$ cat src/rtl/devkit_gpio.sv
// Board I/O peripheral: LED output register, debounced pushbuttons with sticky
// press flags and a maskable level interrupt, on a one-cycle-latency memory bus.
module devkit_gpio #(
  parameter int          N_LED           = 5,
  parameter int          N_PB            = 4,
  parameter int          DEBOUNCE_CYCLES = 1000000,
  parameter bit          PB_ACTIVE_LOW   = 1'b1,
  parameter logic [31:0] LED_RESET       = 32'h0,
  parameter logic [31:0] ADDR_MASK       = 32'hFFFFFFF0,
  parameter logic [31:0] ADDR_BASE       = 32'hFFFE0000
) (
  input  logic             CLK,
  input  logic             RST_N,
  input  logic [31:0]      ADDR,
  input  logic             CS,
  input  logic             WR,
  input  logic [3:0]       MASK,
  input  logic [31:0]      DIN,
  output logic [31:0]      DOUT,
  output logic [N_LED-1:0] LED,
  input  logic [N_PB-1:0]  PB,
  output logic             IRQ
);

  localparam int             CW       = $clog2(DEBOUNCE_CYCLES);
  localparam logic [CW-1:0]  CNT_LAST = CW'(DEBOUNCE_CYCLES - 1);
  localparam logic [31:0]    LED_IMPL = 32'hFFFF_FFFF >> (32 - N_LED);
  localparam logic [31:0]    PB_IMPL  = 32'hFFFF_FFFF >> (32 - N_PB);

  logic              hit;
  logic              wr_en;
  logic [1:0]        reg_sel;
  logic [31:0]       byte_mask;
  logic [31:0]       wr_bits;

  logic [N_PB-1:0]   pb_in;
  logic [N_PB-1:0]   pb_sync0;
  logic [N_PB-1:0]   pb_sync1;
  logic [N_PB-1:0]   pb_state;
  logic [N_PB-1:0]   pb_press;
  logic [CW-1:0]     db_cnt [N_PB];

  // Registers are kept 32 bits wide; unimplemented bits are held at zero.
  logic [31:0]       led_reg;
  logic [31:0]       edge_reg;
  logic [31:0]       irq_en_reg;
  logic [31:0]       led_next;
  logic [31:0]       edge_next;
  logic [31:0]       irq_en_next;
  logic [31:0]       edge_clr;
  logic [31:0]       rdata;

  assign hit       = (ADDR & ADDR_MASK) == ADDR_BASE;
  assign wr_en     = CS & WR & hit;
  assign reg_sel   = ADDR[3:2];
  assign byte_mask = {{8{MASK[3]}}, {8{MASK[2]}}, {8{MASK[1]}}, {8{MASK[0]}}};
  assign wr_bits   = DIN & byte_mask;
  assign pb_in     = PB_ACTIVE_LOW ? ~PB : PB;
  assign LED       = led_reg[N_LED-1:0];

  always_ff @(posedge CLK or negedge RST_N) begin
    if (!RST_N) begin
      pb_sync0 <= '0;
      pb_sync1 <= '0;
    end else begin
      pb_sync0 <= pb_in;
      pb_sync1 <= pb_sync0;
    end
  end

  // A new level is accepted only after DEBOUNCE_CYCLES consecutive differing samples.
  always_ff @(posedge CLK or negedge RST_N) begin
    if (!RST_N) begin
      pb_state <= '0;
      for (int i = 0; i < N_PB; i++) db_cnt[i] <= '0;
    end else begin
      for (int i = 0; i < N_PB; i++) begin
        if (pb_sync1[i] == pb_state[i]) begin
          db_cnt[i] <= '0;
        end else if (db_cnt[i] == CNT_LAST) begin
          pb_state[i] <= pb_sync1[i];
          db_cnt[i]   <= '0;
        end else begin
          db_cnt[i] <= db_cnt[i] + 1'b1;
        end
      end
    end
  end

  always_comb begin
    pb_press = '0;
    for (int i = 0; i < N_PB; i++) begin
      pb_press[i] = pb_sync1[i] & ~pb_state[i] & (db_cnt[i] == CNT_LAST);
    end
  end

  // A press in the same cycle as a W1C clear wins, so no event is lost.
  always_comb begin
    led_next    = led_reg;
    irq_en_next = irq_en_reg;
    edge_clr    = '0;
    if (wr_en) begin
      case (reg_sel)
        2'd0:    led_next    = ((led_reg & ~byte_mask) | wr_bits) & LED_IMPL;
        2'd2:    edge_clr    = wr_bits;
        2'd3:    irq_en_next = ((irq_en_reg & ~byte_mask) | wr_bits) & PB_IMPL;
        default: ;
      endcase
    end
    edge_next = ((edge_reg & ~edge_clr) | 32'(pb_press)) & PB_IMPL;
  end

  always_comb begin
    rdata = '0;
    case (reg_sel)
      2'd0:    rdata = led_reg;
      2'd1:    rdata = 32'(pb_state);
      2'd2:    rdata = edge_reg;
      default: rdata = irq_en_reg;
    endcase
  end

  always_ff @(posedge CLK or negedge RST_N) begin
    if (!RST_N) begin
      led_reg    <= LED_RESET & LED_IMPL;
      edge_reg   <= '0;
      irq_en_reg <= '0;
      IRQ        <= 1'b0;
    end else begin
      led_reg    <= led_next;
      edge_reg   <= edge_next;
      irq_en_reg <= irq_en_next;
      IRQ        <= |(edge_reg & irq_en_reg);
    end
  end

  // Read data holds between accesses; a write or an address miss returns zero.
  always_ff @(posedge CLK or negedge RST_N) begin
    if (!RST_N) begin
      DOUT <= '0;
    end else if (CS) begin
      DOUT <= (!WR && hit) ? rdata : 32'h0;
    end
  end

endmodule

$ cat config.mk
export PLATFORM = sky130hd
export DESIGN_NAME = devkit_gpio
export DESIGN_NICKNAME = d
export VERILOG_FILES = /design/src/rtl/devkit_gpio.sv
export SDC_FILE = /design/constraint.sdc
export NUM_CORES = 1
export LEC_CHECK = 0
export ABC_AREA = 0
export CAP_MARGIN = 20
export CORE_AREA = 3 3 163 149
export CTS_CLUSTER_SIZE = 10
export DETAILED_ROUTE_END_ITERATION = 8
export DIE_AREA = 0 0 166 152
export GPL_ROUTABILITY_DRIVEN = 1
export PLACE_DENSITY_LB_ADDON = 0.2
export SLEW_MARGIN = 20
export SYNTH_ARGS = -nofsm -noshare
export SYNTH_HDL_FRONTEND = slang
export SYNTH_SLANG_ARGS = --single-unit
$ cat constraint.sdc
create_clock -name CLK -period 4 [get_ports CLK]
set_clock_uncertainty 0.15 [all_clocks]
set_input_delay 0.8 -clock CLK [delete_from_list [all_inputs] [get_ports CLK]]
set_output_delay 0.8 -clock CLK [all_outputs]
set_load 0.005 [all_outputs]
# == Yosys cells after proc, flatten, opt, wreduce, memory -nomap -nowiden ==
# Cells that the tools add are included.
# classes
add_sub_neg,4
n_eq_ne,12
n_mux,12
bitwise_logic,29
n_reduce_logical,10
# op_table
op,n
two-way mux 20 bit,8
"adder 20 x 1 -> 20 bit, second input constant",4
"== test 20 bit, second input constant",4
OR reduction 32 bit,1
"== test 28 bit, second input constant",1
case mux 5 bit (3 select lines),1
AND 4 bit,3
AND reduction 2 bit,6
AND 1 bit,10
AND 5 bit,2
two-way mux 4 bit,2
NOT 1 bit,8
NOT 4 bit,2
bitwise OR 4 bit,2
two-way mux 5 bit,1
NOT 5 bit,1
bitwise OR 5 bit,1
== test 1 bit,4
"== test 2 bit, second input constant",2
"== test 2 x 1 -> 1 bit, second input constant",1
logical NOT 2 bit,1
logical AND 1 bit,1
logical NOT 1 bit,1
# totals
reg_bits,138
inputBits,76
elab_cells,82

# == Depth between registers and ports, before layout ==
# depth
ltp_word,6
ltp_mapped,6

# == Worst setup path before layout ==
# OpenSTA, ideal clock, no wires.
# synth_timing
kind,in2reg
from,input ADDR[24]
to,register (tool-made name)
setup_ns,0.125
t_arrival_ns,2.226
t_required_ns,3.725
slack_ns,1.499
stages,5
cell_sequence,nand4_1 or4_1 clkbuf_1 nor3_2 mux2_2
# synth_rtl
element,line_no,text
start: declaration,14,"input logic [31:0] ADDR,"

==> flow_metrics.py <==
metrics = {
    "global_route": {
        "grt_pass1_wl_um": 21000,
        "antenna_found_initial": 0,
        "grt_usage_pct": 9.97,
        "overflow": 0,
        "grt_max_degree": 61,
        "grt_pass1_vias": 4327,
    },
    "worst_hold_path": {
        "hp-start": "pb_sync0[0]",
        "holdPathEnd": "pb_sync1[0]",
        "hold_class": "reg2reg",
        "min_path_cells": 0,
    },
    "synthesis": {
        "yosysTopAreaCell": "dfrtp_1",
        "ys_seq_area_share_pct": 49.0,
        "ys_ff_latch": 111,
        "synth-edff-count": 0,
        "postSynth.asyncResetShare_pct": 100,
        "synthCells": 562,
        "synthesis.area_mm2": 0.00567,
        "synth.top_cell.area_share_pct": 49.0,
        "synthTopCellsByArea": "dfrtp_1 49%, nor2_1 3.6%, buf_4 3.6%, xnor2_1 3.2%, xor2_1 3.1%",
        "yosysWarnings": 0,
        "yosysUniqueCellTypes": 50,
        "ys.flop_type": "dfrtp_1",
        "avgSynthCellArea_um2": 10.1,
    },
    "clock_tree": {
        "ctsHtreeMaxLevel": 3,
        "cts_tree": "yes",
        "cts_made_buffers": 9,
        "cts_max_path_buffers": 2,
        "cts_sinks": 111,
        "root_buffer": "clkbuf_16",
        "cts_resized": 0,
        "cts.hold.buffers_added": 0,
        "cts_setup_buffers": 0,
        "cts.clk_slew.worst_paths_ps": 70,
        "clk_latency_ps": 350,
    },
    "critical_path": {
        "startpoint_type": "input pin",
        "crit_type": "in2reg",
        "crit_path_end_kind": "register",
        "rrSetupSlack_ps": 1620,
        "r2r-start": "db_cnt[28]",
        "worstPathRequired_ps": 4090,
        "r2r_cells": 4,
        "r2r_end": "db_cnt[22]",
        "cp.arrival_ps": 3160,
        "cp_max_fo": 7,
    },
    "die": {
        "ios": 114,
        "coreArea_mm2": 0.0226,
        "die_area_mm2": 0.0252,
        "die_h_um": 152,
        "initial_utilization_pct": 25.1,
        "num_rows": 52,
        "chipWidth_um": 166,
    },
    "placed_design": {
        "place_ws_ps": 564,
        "place_inst": 905,
        "port_buffers": 54,
        "hpwl_um": 8780,
        "place_congestion": 0.782,
    },
    "sta": {
        "tns_ps": 0,
        "slew_viol_final": 0,
        "hold_violations": 0,
        "fin_crit_ps": 3070,
        "setup_ws_ps": 927,
        "whs_ps": 201,
        "fmax_mhz": 325,
        "min_period_over_period_pct": 76.8,
        "rsz0062_at_grt": "false",
        "setup_violations": 0,
        "worst_pin_slew_ps": 781,
        "relSlewSlack_pct": 47.9,
    },
    "pwr": {
        "peakVddDrop_mv": 0.196,
        "leakage_nw": 2.66,
        "p_per_area_mw_per_mm2": 341,
    },
    "drt": {
        "drt_first_pass_iters": 4,
        "routedWlPerCell_um": 13.3,
        "drt_wl_total_um": 12300,
        "routed_via_density": 4.70,
        "antenna_violating_nets_post_route": 0,
        "drt_iter0_drc": 226,
        "num_vias": 4330,
        "remaining_drc_errors": 0,
    },
    "flow_run": {
        "drv_cap": 0,
    },
    "cells_and_area": {
        "diodes": 0,
        "layout_common_cells": "111 x dfrtp_1, 55 x nor2_1, 53 x clkdlybuf4s50_1",
        "drive_above_1_share_pct": 8.17,
        "nets": 703,
        "syn2layout_area_growth_pct": 20.1,
        "layout_commonest_cell": "dfrtp_1",
        "stdcell_count": 921,
        "largest_registers": "db_cnt: 80 flops, DOUT: 5 flops",
        "largest_register_ffs": 80,
        "regMostFlops": "db_cnt",
    },
    "outcome": {
        "outcome": "finished, final reports clean",
    },
}
how the worst max path moves through the flow:
stage	slack (ps)	cells past startpoint	from	to
after floorplan	1500	5	ADDR[24]	register
after global placement	580	5	CS	register
after detailed placement	560	5	CS	register
after CTS	930	5	CS	register
after global routing	830	5	CS	register
final	930	5	CS	register
through the flow:
| step | utilization, % | power, W | cell area [um^2] |
|---|---|---|---|
| 3_3_place_gp | 28.6 | 0.00130 | 6470 |
| 2_1_floorplan | - | 0.00124 | 5770 |
| 4_1_cts | 30.2 | 0.00236 | 6810 |
| 3_5_place_dp | 28.6 | 0.00131 | 6470 |
| 5_1_grt | 30.2 | 0.00243 | 6810 |
| 6_report | 30.2 | 0.00232 | 6810 |
cells in the mapped netlist (all sizes together) (5+ instances only):
cell	n
and4	7
dfrtp	111
buf	29
xnor2	21
nand4	28
a21oi	31
o21ai	18
nor3	12
clkbuf	9
xor2	20
or3	21
inv	33
nand2	29
nor2	55
and3	5
o31ai	20
nand3	26
mux2	13
ha	8
nand3b	6
or4	19
nor4	12
per-layer routing:
metal,routed length [um],vias up,global-route usage [%]
met4,208,0,3.96
met3,611,11,2.05
met5,0,-,0
met1,5920,2117,13.5
li1,-,2096,-
met2,5540,106,15.7
worst max-delay path, stage by stage:
cell	delay, ps
clkdlybuf4s50_1	590
nand4_1	120
or4_1	730
nor3_2	530
mux2_2	390
layout make-up:
| class | instances | area, um^2 |
|---|---|---|
| Timing Repair Buffer | 58 | 581 |
| Inverter | 33 | 124 |
| Multi-Input combinational cell | 406 | 2610 |
| Clock buffer | 9 | 225 |
| Sequential cell | 111 | 2780 |
| Tap cell | 297 | 372 |
| Clock inverter | 7 | 120 |
| Fill cell | 2346 | 15800 |
cells by family (layout without fill, tap and decap cells):
family | count (synthesis) | count (layout) | synth area share (%)
buffers and inverters | 71 | 107 | 6.66
adders and majority gates | 8 | 8 | 1.77
other | 1 | 27 | 0.0661
muxes | 17 | 17 | 4.17
AOI/OAI and AO/OA | 79 | 79 | 8.98
and+or+nand+nor | 234 | 234 | 23.0
xor gates and xnor gates | 41 | 41 | 6.33
DFF | 111 | 111 | 49.0
where the power goes:
group | switching [W] | total (W) | internal, W | leakage [nW]
registers | 0.0000129 | 0.00115 | 0.00113 | 1.50
clock network | 0.000429 | 0.00104 | 0.000616 | 0.171
logic | 0.0000712 | 0.000132 | 0.0000605 | 0.988
total | 0.000513 | 0.00232 | 0.00181 | 2.66
(Power assumes the default switching activity.)
